[src/rtl/mem_port_arbiter_if.sv]
// Request/response bundle between the fetch and execute requesters, the shared
// memory port and the arbiter's status outputs.
interface mem_port_arbiter_if;
  logic        f_readReq;
  logic [7:0]  f_addr;
  logic [15:0] f_data;
  logic        f_valueReady;
  logic        e_readReq;
  logic        e_writeReq;
  logic [7:0]  e_addr;
  logic [15:0] e_wdata;
  logic [15:0] e_rdata;
  logic        e_valueReady;
  logic        e_writeDone;
  logic        m_readReq;
  logic        m_writeReq;
  logic [7:0]  m_addr;
  logic [15:0] m_wdata;
  logic [15:0] m_rdata;
  logic        m_ack;
  logic        powerdown;
  logic        busy;
  logic        timeout_err;
  logic        pd_ack;

  modport slave (
    input  f_readReq, f_addr, e_readReq, e_writeReq, e_addr, e_wdata,
    input  m_rdata, m_ack, powerdown,
    output f_data, f_valueReady, e_rdata, e_valueReady, e_writeDone,
    output m_readReq, m_writeReq, m_addr, m_wdata, busy, timeout_err, pd_ack
  );

  modport master (
    output f_readReq, f_addr, e_readReq, e_writeReq, e_addr, e_wdata,
    output m_rdata, m_ack, powerdown,
    input  f_data, f_valueReady, e_rdata, e_valueReady, e_writeDone,
    input  m_readReq, m_writeReq, m_addr, m_wdata, busy, timeout_err, pd_ack
  );
endinterface

[src/rtl/mem_port_arbiter.sv]
// Arbitrates a single memory port between fetch reads and execute loads/stores,
// with execute-streak fairness, a BUSY-cycle timeout and a one-way powerdown.
module mem_port_arbiter #(
  parameter int MAX_E_STREAK = 2,
  parameter int TIMEOUT      = 15
) (
  input logic               clk,
  input logic               rst,
  mem_port_arbiter_if.slave bus
);
  localparam int SW = (MAX_E_STREAK < 1) ? 1 : $clog2(MAX_E_STREAK + 1);
  localparam int CW = (TIMEOUT < 2) ? 1 : $clog2(TIMEOUT);
  localparam logic [SW-1:0] STREAK_MAX = SW'(MAX_E_STREAK);
  localparam logic [CW-1:0] CNT_LAST   = CW'(TIMEOUT - 1);

  typedef enum logic [1:0] {S_IDLE, S_BUSY, S_RESP, S_OFF} state_t;

  state_t      state_q, state_d;
  logic [SW-1:0] streak_q, streak_d;
  logic [CW-1:0] cnt_q, cnt_d;
  logic        gnt_e_q, gnt_e_d, gnt_wr_q, gnt_wr_d;
  logic        m_read_req_q, m_read_req_d, m_write_req_q, m_write_req_d;
  logic [7:0]  m_addr_q, m_addr_d;
  logic [15:0] m_wdata_q, m_wdata_d, f_data_q, f_data_d, e_rdata_q, e_rdata_d;
  logic        f_value_ready_q, f_value_ready_d, e_value_ready_q, e_value_ready_d;
  logic        e_write_done_q, e_write_done_d, timeout_err_q, timeout_err_d;
  logic        busy_q, busy_d, pd_ack_q, pd_ack_d;
  logic        e_any_s, pick_e_s, pick_wr_s;
  logic [15:0] rsp_data_s;

  // Next-state and next-output computation for the whole arbiter.
  always_comb begin
    state_d         = state_q;
    streak_d        = streak_q;
    cnt_d           = cnt_q;
    gnt_e_d         = gnt_e_q;
    gnt_wr_d        = gnt_wr_q;
    m_read_req_d    = m_read_req_q;
    m_write_req_d   = m_write_req_q;
    m_addr_d        = m_addr_q;
    m_wdata_d       = m_wdata_q;
    f_data_d        = f_data_q;
    e_rdata_d       = e_rdata_q;
    f_value_ready_d = 1'b0;
    e_value_ready_d = 1'b0;
    e_write_done_d  = 1'b0;
    timeout_err_d   = 1'b0;
    busy_d          = busy_q;
    pd_ack_d        = pd_ack_q;
    e_any_s         = bus.e_readReq | bus.e_writeReq;
    pick_e_s        = e_any_s & (~bus.f_readReq | (streak_q != STREAK_MAX));
    pick_wr_s       = pick_e_s & bus.e_writeReq;
    rsp_data_s      = bus.m_ack ? bus.m_rdata : 16'h0000;

    case (state_q)
      S_IDLE: begin
        if (bus.powerdown) begin
          state_d  = S_OFF;
          pd_ack_d = 1'b1;
          busy_d   = 1'b0;
        end else if (bus.f_readReq | e_any_s) begin
          state_d       = S_BUSY;
          busy_d        = 1'b1;
          cnt_d         = {CW{1'b0}};
          gnt_e_d       = pick_e_s;
          gnt_wr_d      = pick_wr_s;
          m_read_req_d  = ~pick_wr_s;
          m_write_req_d = pick_wr_s;
          m_addr_d      = pick_e_s ? bus.e_addr : bus.f_addr;
          m_wdata_d     = pick_wr_s ? bus.e_wdata : 16'h0000;
          // Streak only grows while fetch is actually being held off.
          if (pick_e_s & bus.f_readReq) begin
            streak_d = (streak_q == STREAK_MAX) ? STREAK_MAX : streak_q + SW'(1);
          end else begin
            streak_d = {SW{1'b0}};
          end
        end else begin
          state_d = S_IDLE;
        end
      end
      S_BUSY: begin
        if (bus.m_ack | (cnt_q == CNT_LAST)) begin
          state_d       = S_RESP;
          m_read_req_d  = 1'b0;
          m_write_req_d = 1'b0;
          timeout_err_d = ~bus.m_ack;
          if (gnt_wr_q) begin
            e_write_done_d = 1'b1;
          end else if (gnt_e_q) begin
            e_value_ready_d = 1'b1;
            e_rdata_d       = rsp_data_s;
          end else begin
            f_value_ready_d = 1'b1;
            f_data_d        = rsp_data_s;
          end
        end else begin
          cnt_d = cnt_q + CW'(1);
        end
      end
      S_RESP: begin
        busy_d = 1'b0;
        if (bus.powerdown) begin
          state_d  = S_OFF;
          pd_ack_d = 1'b1;
        end else begin
          state_d = S_IDLE;
        end
      end
      S_OFF: begin
        state_d  = S_OFF;
        pd_ack_d = 1'b1;
        busy_d   = 1'b0;
      end
      default: begin
        state_d       = S_IDLE;
        m_read_req_d  = 1'b0;
        m_write_req_d = 1'b0;
        busy_d        = 1'b0;
        pd_ack_d      = 1'b0;
      end
    endcase
  end

  // State and registered-output flops; reset clears everything immediately.
  always_ff @(posedge clk or negedge rst) begin
    if (!rst) begin
      state_q         <= S_IDLE;
      streak_q        <= {SW{1'b0}};
      cnt_q           <= {CW{1'b0}};
      gnt_e_q         <= 1'b0;
      gnt_wr_q        <= 1'b0;
      m_read_req_q    <= 1'b0;
      m_write_req_q   <= 1'b0;
      m_addr_q        <= 8'h00;
      m_wdata_q       <= 16'h0000;
      f_data_q        <= 16'h0000;
      e_rdata_q       <= 16'h0000;
      f_value_ready_q <= 1'b0;
      e_value_ready_q <= 1'b0;
      e_write_done_q  <= 1'b0;
      timeout_err_q   <= 1'b0;
      busy_q          <= 1'b0;
      pd_ack_q        <= 1'b0;
    end else begin
      state_q         <= state_d;
      streak_q        <= streak_d;
      cnt_q           <= cnt_d;
      gnt_e_q         <= gnt_e_d;
      gnt_wr_q        <= gnt_wr_d;
      m_read_req_q    <= m_read_req_d;
      m_write_req_q   <= m_write_req_d;
      m_addr_q        <= m_addr_d;
      m_wdata_q       <= m_wdata_d;
      f_data_q        <= f_data_d;
      e_rdata_q       <= e_rdata_d;
      f_value_ready_q <= f_value_ready_d;
      e_value_ready_q <= e_value_ready_d;
      e_write_done_q  <= e_write_done_d;
      timeout_err_q   <= timeout_err_d;
      busy_q          <= busy_d;
      pd_ack_q        <= pd_ack_d;
    end
  end

  assign bus.m_readReq    = m_read_req_q;
  assign bus.m_writeReq   = m_write_req_q;
  assign bus.m_addr       = m_addr_q;
  assign bus.m_wdata      = m_wdata_q;
  assign bus.f_data       = f_data_q;
  assign bus.e_rdata      = e_rdata_q;
  assign bus.f_valueReady = f_value_ready_q;
  assign bus.e_valueReady = e_value_ready_q;
  assign bus.e_writeDone  = e_write_done_q;
  assign bus.timeout_err  = timeout_err_q;
  assign bus.busy         = busy_q;
  assign bus.pd_ack       = pd_ack_q;
endmodule

[src/flat_wrapper.sv]
// flat-port wrapper written by rule: the top's interface ports become plain ports
module mem_port_arbiter_flat 
#(
  parameter int MAX_E_STREAK = 2,
  parameter int TIMEOUT      = 15
)
  (clk, rst, bus_f_readReq, bus_f_addr, bus_e_readReq, bus_e_writeReq, bus_e_addr, bus_e_wdata, bus_m_rdata, bus_m_ack, bus_powerdown, bus_f_data, bus_f_valueReady, bus_e_rdata, bus_e_valueReady, bus_e_writeDone, bus_m_readReq, bus_m_writeReq, bus_m_addr, bus_m_wdata, bus_busy, bus_timeout_err, bus_pd_ack);
  mem_port_arbiter_if bus_i ();
  input logic clk;
  input logic rst;
  input wire logic [$bits(bus_i.f_readReq)-1:0] bus_f_readReq;
  input wire logic [$bits(bus_i.f_addr)-1:0] bus_f_addr;
  input wire logic [$bits(bus_i.e_readReq)-1:0] bus_e_readReq;
  input wire logic [$bits(bus_i.e_writeReq)-1:0] bus_e_writeReq;
  input wire logic [$bits(bus_i.e_addr)-1:0] bus_e_addr;
  input wire logic [$bits(bus_i.e_wdata)-1:0] bus_e_wdata;
  input wire logic [$bits(bus_i.m_rdata)-1:0] bus_m_rdata;
  input wire logic [$bits(bus_i.m_ack)-1:0] bus_m_ack;
  input wire logic [$bits(bus_i.powerdown)-1:0] bus_powerdown;
  output wire logic [$bits(bus_i.f_data)-1:0] bus_f_data;
  output wire logic [$bits(bus_i.f_valueReady)-1:0] bus_f_valueReady;
  output wire logic [$bits(bus_i.e_rdata)-1:0] bus_e_rdata;
  output wire logic [$bits(bus_i.e_valueReady)-1:0] bus_e_valueReady;
  output wire logic [$bits(bus_i.e_writeDone)-1:0] bus_e_writeDone;
  output wire logic [$bits(bus_i.m_readReq)-1:0] bus_m_readReq;
  output wire logic [$bits(bus_i.m_writeReq)-1:0] bus_m_writeReq;
  output wire logic [$bits(bus_i.m_addr)-1:0] bus_m_addr;
  output wire logic [$bits(bus_i.m_wdata)-1:0] bus_m_wdata;
  output wire logic [$bits(bus_i.busy)-1:0] bus_busy;
  output wire logic [$bits(bus_i.timeout_err)-1:0] bus_timeout_err;
  output wire logic [$bits(bus_i.pd_ack)-1:0] bus_pd_ack;
  assign bus_i.f_readReq = bus_f_readReq;
  assign bus_i.f_addr = bus_f_addr;
  assign bus_i.e_readReq = bus_e_readReq;
  assign bus_i.e_writeReq = bus_e_writeReq;
  assign bus_i.e_addr = bus_e_addr;
  assign bus_i.e_wdata = bus_e_wdata;
  assign bus_i.m_rdata = bus_m_rdata;
  assign bus_i.m_ack = bus_m_ack;
  assign bus_i.powerdown = bus_powerdown;
  assign bus_f_data = bus_i.f_data;
  assign bus_f_valueReady = bus_i.f_valueReady;
  assign bus_e_rdata = bus_i.e_rdata;
  assign bus_e_valueReady = bus_i.e_valueReady;
  assign bus_e_writeDone = bus_i.e_writeDone;
  assign bus_m_readReq = bus_i.m_readReq;
  assign bus_m_writeReq = bus_i.m_writeReq;
  assign bus_m_addr = bus_i.m_addr;
  assign bus_m_wdata = bus_i.m_wdata;
  assign bus_busy = bus_i.busy;
  assign bus_timeout_err = bus_i.timeout_err;
  assign bus_pd_ack = bus_i.pd_ack;
  mem_port_arbiter #(.MAX_E_STREAK(MAX_E_STREAK), .TIMEOUT(TIMEOUT)) u_core (.clk(clk), .rst(rst), .bus(bus_i));
endmodule
[config.mk]
export PLATFORM = sky130hd
export DESIGN_NAME = mem_port_arbiter_flat
export DESIGN_NICKNAME = d
export VERILOG_FILES = /design/src/rtl/mem_port_arbiter_if.sv /design/src/rtl/mem_port_arbiter.sv /design/src/flat_wrapper.sv
export SDC_FILE = /design/constraint.sdc
export NUM_CORES = 1
export LEC_CHECK = 0
export ABC_CLOCK_PERIOD_IN_PS = 4700
export CAP_MARGIN = 20
export CORE_ASPECT_RATIO = 0.6
export CORE_UTILIZATION = 30
export CTS_CLUSTER_DIAMETER = 200
export CTS_CLUSTER_SIZE = 16
export DETAILED_ROUTE_END_ITERATION = 16
export HOLD_SLACK_MARGIN = 0.06
export PLACE_DENSITY_LB_ADDON = 0.08
export SLEW_MARGIN = 20
export SYNTH_ARGS = -nofsm -noshare
export SYNTH_HDL_FRONTEND = slang
export SYNTH_SLANG_ARGS = --single-unit
[constraint.sdc]
create_clock -name clk -period 4.7 [get_ports clk]
set_input_delay 0.705 -clock clk [delete_from_list [all_inputs] [get_ports clk]]
set_output_delay 0.705 -clock clk [all_outputs]
set_load 0.005 [all_outputs]
==> metrics.md, run 1 <==
| Metric | Value |
|---|---|
| DRT iter0 DRCs | 127 |
| Hold Path Class | register to register |
| Clock buffer depth | 2 |
| CP endpoint kind | register |
| Share of cells above drive strength 1 | 0.147 |
| Largest net degree at the start of global routing | 75 |
| Area grow syn2layout | 48.3% |
| Clock Skews | between 0.005 and 0.006 ns |
| Yosys warns | 0 |
| Die height | just over 80 um |
| Post-CTS sizing | 0 |
| Critical path's slowest cell | clkdlybuf4s50_1 |
| TritonCTS buffer count | 9 |
| Status | finished, final reports clean |
| Post-CTS setup repair buffer count | 0 |
| Initial Util | 0.309 |
| GRT Overall Usage | 0.157 |
| FF+latch count, synth | 74 |
| Post-DP HPWL | 5460 um |
| Drt via density | approximately 4.7 |
| Ranking of synthesized cells by area | dfrtp_1, mux2_2, o21ai_0 |
| Util after Layout | 0.457 |
| Clock transition at path regs | roughly 0.060 ns |
| Clock Tree Root | clkbuf_16 |
| Rel. slew slack | 0.362 |
| Setup crit start kind | primary input |
| Final hold vios | 0 |
| Boundary pin count | 119 |
| Router iterations before antenna repair | 4 |
| Pwr dens | roughly 570 nW/um2 |
| Syn Std Cell Area | between 3000 and 4000 um2 |
| Synth top area share | 0.566 |
| Vias | approximately 2,500 |
| Max-slew violation count | 0 |
| Hold_buf cts | 0 |
| Post-Syn Instances | 276 |
| Max incr delay on CP | roughly 0.94 ns |
| Post-Syn Nets | around 340 |
| Row cnt | 29 |
| WP data required | 4.91 ns |
| Fin Setup TNS | 0 ns |
| Total wire length | a little over 8000 um |
| CP bufs+invs | 1 |
| Initial antenna violation count | 0 |
| Yosys top cell by area | dfrtp_1 |
| CP arrival | between 2 and 3 ns |
| Post-Layout Cell Count | between 500 and 600 |
| Placed cells | a little over 500 |
| Overflow after GRT | 0 |
| Die area | 11,300 um2 |
| Clk Latency, worst-skew pair | about 0.33 ns |
| Pwr Total | 0.00278 W |
| Layout net count | 450 |
| Final setup vio count | 0 |
| Post-Syn Area per Cell | about 12 um2 |
| Final ANT Viol Nets | 0 |
| Sequential area share after synthesis | 0.566 |
| TritonCTS clock tree | done |
| Wire length of the first global-routing pass | ~14,000 um |
| Core area | between 10,000 and 15,000 um2 |
| Leakage power | 2.11 nW |
| Synth unique cells | 36 |
| Peak supply drop | around 0.22 mV |
| Filler Cell Count | between 900 and 1,000 |
| Post-route DRC | 0 |
| Post-route minimum period | around 2.6 ns |
| RSZ-0062 raised after global routing | false |
| CP cell instances | clkdlybuf4s50_1, a31oi_1, or4_4, mux2_4 |
| Measured slew at the worst slew-check pin | roughly 0.96 ns |
| Avg WL per Cell | 15.1 um |
| Fin crit share | 0.561 |
| Top delay family on crit path | buffers and inverters |
| Max-Cap Viols | 0 |
| Vias in the first global route | 2,603 |
| Die X | approximately 140 um |
| Antenna Cells | 0 |
| Clock net sink count | 74 |
| GPL Wtd Cong | 0.718 |
| Buffers on Ports | approximately 120 |
| Critical path peak fanout | 20 |
| H-tree levels | 3 |
| Fmax | approximately 0.38 GHz |
| Critical path class | primary input to register |
worst paths after layout:
| kind | cells past startpoint | from | end | slack, ns |
|---|---|---|---|---|
| max | 4 | bus_m_ack | u_core.bus.f_data[14] | 2.06 |
| min in group asynchronous | 1 | rst | u_core.bus.e_rdata[0] | 0.51 |
| max in group asynchronous | 1 | rst | u_core.streak_q[0] | 3.55 |
| min reg2reg | 2 | u_core.bus.pd_ack | u_core.bus.pd_ack | 0.48 |
| min | 2 | u_core.bus.pd_ack | u_core.bus.pd_ack | 0.48 |
| max reg2reg | 3 | u_core.state_q[0] | u_core.streak_q[1] | 2.76 |
synthesized netlist by cell type, drive strengths merged:
cell	number
nand2	21
nor2	4
buf	6
a21boi	1
nand2b	1
and2	18
nand3	3
or3	2
mux2i	8
and3b	1
a22o	2
clkbuf	11
a22oi	1
nor3	5
ha	4
nor2b	2
nor4b	1
a221o	2
or4b	1
o211ai	5
inv	9
nor4	1
a21oi	3
or4	1
o21ai	51
nor3b	2
mux2	33
dfrtp	74
a31oi	1
o2bb2ai	2
flip-flops by register name, indices dropped and copies added, names as in the netlist, 2 cells and up:
| register | flops |
|---|---|
| u_core.streak_q | 2 |
| u_core.cnt_q | 4 |
| u_core.bus.f_data | 16 |
| u_core.bus.m_addr | 8 |
| u_core.bus.e_rdata | 16 |
| u_core.state_q | 2 |
| u_core.bus.m_wdata | 16 |
worst reg2reg max path: stages, from the launching register on:
cell	delay, ns
dfrtp_1	0.50
nor3_1	0.30
nand2_1	0.58
a22o_1	0.45
stage by stage:
stage               setup slack [ns]  hold WS, ns  cell area, um2
floorplan                       2.77        0.409            3270
global placement                1.73        0.465            4550
detailed placement              1.68        0.467            4550
CTS                             2.02        0.481            4850
global route                    1.92        0.508            4850
finish                          2.06        0.480            4850
power breakdown:
group	internal, W	switching, W
combinational	0.000674	0.000338
sequential	0.000913	0.000178
clock	0.000420	0.000255
layer usage:
layer / up-vias / GRT usage / wire [um] / share of wire
li1: 1198 / - / - / -
met1: 1210 / 0.231 / 4170 / 0.52
met2: 68 / 0.212 / 3310 / 0.41
met3: 10 / 0.0586 / 501 / 0.062
met4: 0 / 0.0480 / 95 / 0.012
met5: - / 0 / 0 / 0
layout by cell type (no fill, tap or decap), types with 5 or more instances in the layout:
cell type / count
and2_1: 18
clkbuf_16: 9
clkdlybuf4s50_1: 117
dfrtp_1: 74
inv_1: 9
mux2_2: 23
mux2_4: 9
mux2i_1: 8
nand2_1: 21
o211ai_1: 5
o21ai_0: 51
area by class of cell:
type / count / area, um2 / share of cell area
clock buffers: 10 / 239 / 0.0493
clock inverters: 5 / 55.1 / 0.0114
inverters: 9 / 33.8 / 0.00697
multi-input cells: 176 / 1290 / 0.267
flip-flops and latches: 74 / 1850 / 0.382
well taps: 139 / 174 / 0.0359
repair buffers: 121 / 1200 / 0.248
cells by family after synthesis:
| kind of cell | synth area share |
|---|---|
| flops | 0.566 |
| compound gates | 0.117 |
| simple gates | 0.111 |
| mux | 0.148 |
| buf+inv | 0.0417 |
| fa+ha+maj | 0.0153 |
Power figures use the tool's default switching activity.
==> run 2, diff against run 1 <==
--- a/config.mk
+++ b/config.mk
@@ -5,7 +5,7 @@
 export SDC_FILE = /design/constraint.sdc
 export NUM_CORES = 1
 export LEC_CHECK = 0
-export ABC_CLOCK_PERIOD_IN_PS = 4700
+export ABC_CLOCK_PERIOD_IN_PS = 2800
 export CAP_MARGIN = 20
 export CORE_ASPECT_RATIO = 0.6
 export CORE_UTILIZATION = 30
==> constraint.sdc (replaced) <==
create_clock -name clk -period 2.8 [get_ports clk]
set_input_delay 0.42 -clock clk [delete_from_list [all_inputs] [get_ports clk]]
set_output_delay 0.42 -clock clk [all_outputs]
set_load 0.005 [all_outputs]
==> run 2 against run 1 <==
- utilization increased by 0.64 points
- clock skew decreased by 0.0016 ns
- clock power increased by 91%
- non-clock buffer count increased by 3
- setup slack got worse by 1.2 ns
- power increased by 74%
- cell area increased by 1.4%
- register-to-register slack got worse by 1.9 ns
- largest power group unchanged
- critical path type unchanged
- critical path depth unchanged
- sequential power increased by 68%
==> metrics.md, run 2 (same netlist as run 1, synthesis figures left out) <==
| Metric | Value |
|---|---|
| Post-CTS setup repair buffer count | 0 (unchanged) |
| Die area | 11,300 um2 (unchanged) |
| Buffers on Ports | 118 (unchanged) |
| Clock net sink count | 74 (unchanged) |
| Overflow after GRT | 0 (unchanged) |
| Pwr dens | 982 nW/um2 (+71%) |
| Post-CTS sizing | 0 (unchanged) |
| DRT iter0 DRCs | 100 (-21%) |
| Max-Cap Viols | 0 (unchanged) |
| CP cell instances | clkdlybuf4s50_1, or3_2, nor3_1, a22o_1 |
| Layout net count | 453 (+0.67%) |
| Total wire length | 8310 um (+2.9%) |
| Boundary pin count | 119 (unchanged) |
| Max-slew violation count | 0 (unchanged) |
| Clock Tree Root | clkbuf_16 |
| Measured slew at the worst slew-check pin | 0.970 ns (+0.0134 ns) |
| Worst hold slack | 0.240 ns (-0.241 ns) |
| GRT Overall Usage | 0.159 (+0.00171) |
| Share of cells above drive strength 1 | 0.155 (+0.00855) |
| Max incr delay on CP | 0.76 ns (-0.18 ns) |
| Clock Skews | 0.00354 ns (-0.00160 ns) |
| Antenna Cells | 0 (unchanged) |
| RSZ-0062 raised after global routing | false |
| Util after Layout | 0.464 (+0.00638) |
| Peak supply drop | 0.360 mV (+63%) |
| Hold_buf cts | 0 (unchanged) |
| WP data required | 3.07 ns (-1.84 ns) |
| Clock transition at path regs | 0.06 ns (about the same) |
| Router iterations before antenna repair | 4 (unchanged) |
| Pint | 0.00352 W (+75%) |
| Avg WL per Cell | 15.4 um (+2.1%) |
| CP arrival | 2.19 ns (-0.66 ns) |
| Critical path peak fanout | 27 (+35%) |
| Area grow syn2layout | 50.3% |
| Comb power frac | 0.354 (-0.010) |
| Commonest cells after routing, fill and taps aside | clkdlybuf4s50_1, dfrtp_1, o21ai_0, mux2_2, nand2_1 |
| Core area | 10,600 um2 (unchanged) |
| Switching portion of total power | 0.271 (-0.00700) |
| Die X | 137 um (unchanged) |
| Critical path class | primary input to register |
| Final hold vios | 0 (unchanged) |
| Wire length of the first global-routing pass | 13,700 um (+1.0%) |
| GPL Wtd Cong | 0.776 (+8.1%) |
| Status | finished, final reports clean |
| Post-DP HPWL | 5600 um (+2.6%) |
| TritonCTS buffer count | 9 (unchanged) |
| Part of the power in registers | 0.379 (-0.014) |
| Fin Setup TNS | 0 ns (unchanged) |
| CP endpoint kind | register |
| Post-route DRC | 0 (unchanged) |
| Initial antenna violation count | 0 (unchanged) |
| Leakage power | 2.14 nW (+1.8%) |
| Rel. slew slack | 0.353 (-0.00893) |
| TritonCTS clock tree | done |
| H-tree levels | 3 (unchanged) |
| Clk Latency, worst-skew pair | 0.33 ns (about the same) |
| Vias in the first global route | 2,567 (-1.4%) |
| Net Switching | 0.00131 W (+69%) |
| Clock network fraction of total power | 0.267 (+0.024) |
| Most common cell after layout, fill and taps aside | clkdlybuf4s50_1 |
| Setup crit start kind | primary input |
| Post-route minimum period | between 1.5 and 2 ns |
| Die height | 82.9 um (unchanged) |
| Row cnt | 29 (unchanged) |
| Critical path's slowest cell | or3_2 |
| Clock buffer depth | 2 (unchanged) |
| Drt via density | 4.58 (-1.5%) |
| Vias | 2,466 (-0.80%) |
| Initial Util | 0.309 (unchanged) |
| Hold Path Class | primary input to async pin |
| Largest net degree at the start of global routing | 75 (unchanged) |
| Fin crit share | 0.688 |
| Final setup vio count | 0 (unchanged) |
| Final ANT Viol Nets | 0 (unchanged) |
| Fmax | 0.519 GHz |
## run 2: cell types whose count changed in the layout (fill, tap and decap cells not counted), sizes merged
| cell | change |
|---|---|
| bufinv | +1 |
| clkinvlp | -1 |
| clkinv | -1 |
| clkbuf | +2 |
| buf | +3 |
## run 2: metal layers
| metal | wire length (um) | part of all wire | track usage | vias to the layer above |
|---|---|---|---|---|
| li1 | - | - | - | 1204 |
| met1 | 4260 | 0.51 | 0.233 | 1187 |
| met2 | 3400 | 0.41 | 0.216 | 67 |
| met3 | 561 | 0.067 | 0.0611 | 8 |
| met4 | 87 | 0.010 | 0.0420 | 0 |
| met5 | 0 | 0 | 0 | - |
## run 2: area by class of cell
cell class / count / area [um2]
clock buffers: 12 / 267
fillers: 969 / 5680
inverters: 9 / 33.8
well taps: 139 / 174
repair buffers: 124 / 1220
flip-flops and latches: 74 / 1850
clock inverters: 4 / 72.6
multi-input cells: 176 / 1290
## run 2: per-stage QoR
stage               worst slack [ns]  instances  power (W)  cell area [um2]
floorplan                      0.888        276    0.00251             3270
global placement               0.506        522    0.00355             4570
detailed placement             0.409        522    0.00357             4570
CTS                            0.774        538    0.00490             4910
global route                   0.755        538    0.00515             4910
finish                         0.874        538    0.00483             4910
## run 2: path summary, 6_finish.rpt
path                              startpoint                     to  slack [ns]  cells past startpoint
max                            bus_powerdown     u_core.streak_q[0]        0.87                      4
min                                      rst  u_core.bus.e_rdata[0]        0.24                      1
max reg2reg                  u_core.cnt_q[0]  u_core.bus.f_data[14]        0.88                      5
min reg2reg                u_core.bus.pd_ack      u_core.bus.pd_ack        0.48                      2
max in group asynchronous                rst  u_core.bus.m_wdata[2]        1.92                      1
min in group clk           u_core.bus.pd_ack      u_core.bus.pd_ack        0.48                      2
## run 2: power by group through the flow
stage | registers (W) | logic [W] | clock network, W
2_1_floorplan | 0.00181 | 0.000698 | 0
3_3_place_gp | 0.00183 | 0.00172 | 0
3_5_place_dp | 0.00184 | 0.00173 | 0
4_1_cts | 0.00183 | 0.00174 | 0.00133
5_1_grt | 0.00190 | 0.00188 | 0.00138
6_report | 0.00183 | 0.00171 | 0.00129
## run 2: critical path, delay by kind of cell
| family | cells | cell delay (ns) |
|---|---|---|
| and+or+nand+nor | 2 | 1.08 |
| buffers and inverters | 1 | 0.52 |
| AOI/OAI and AO/OA | 1 | 0.17 |
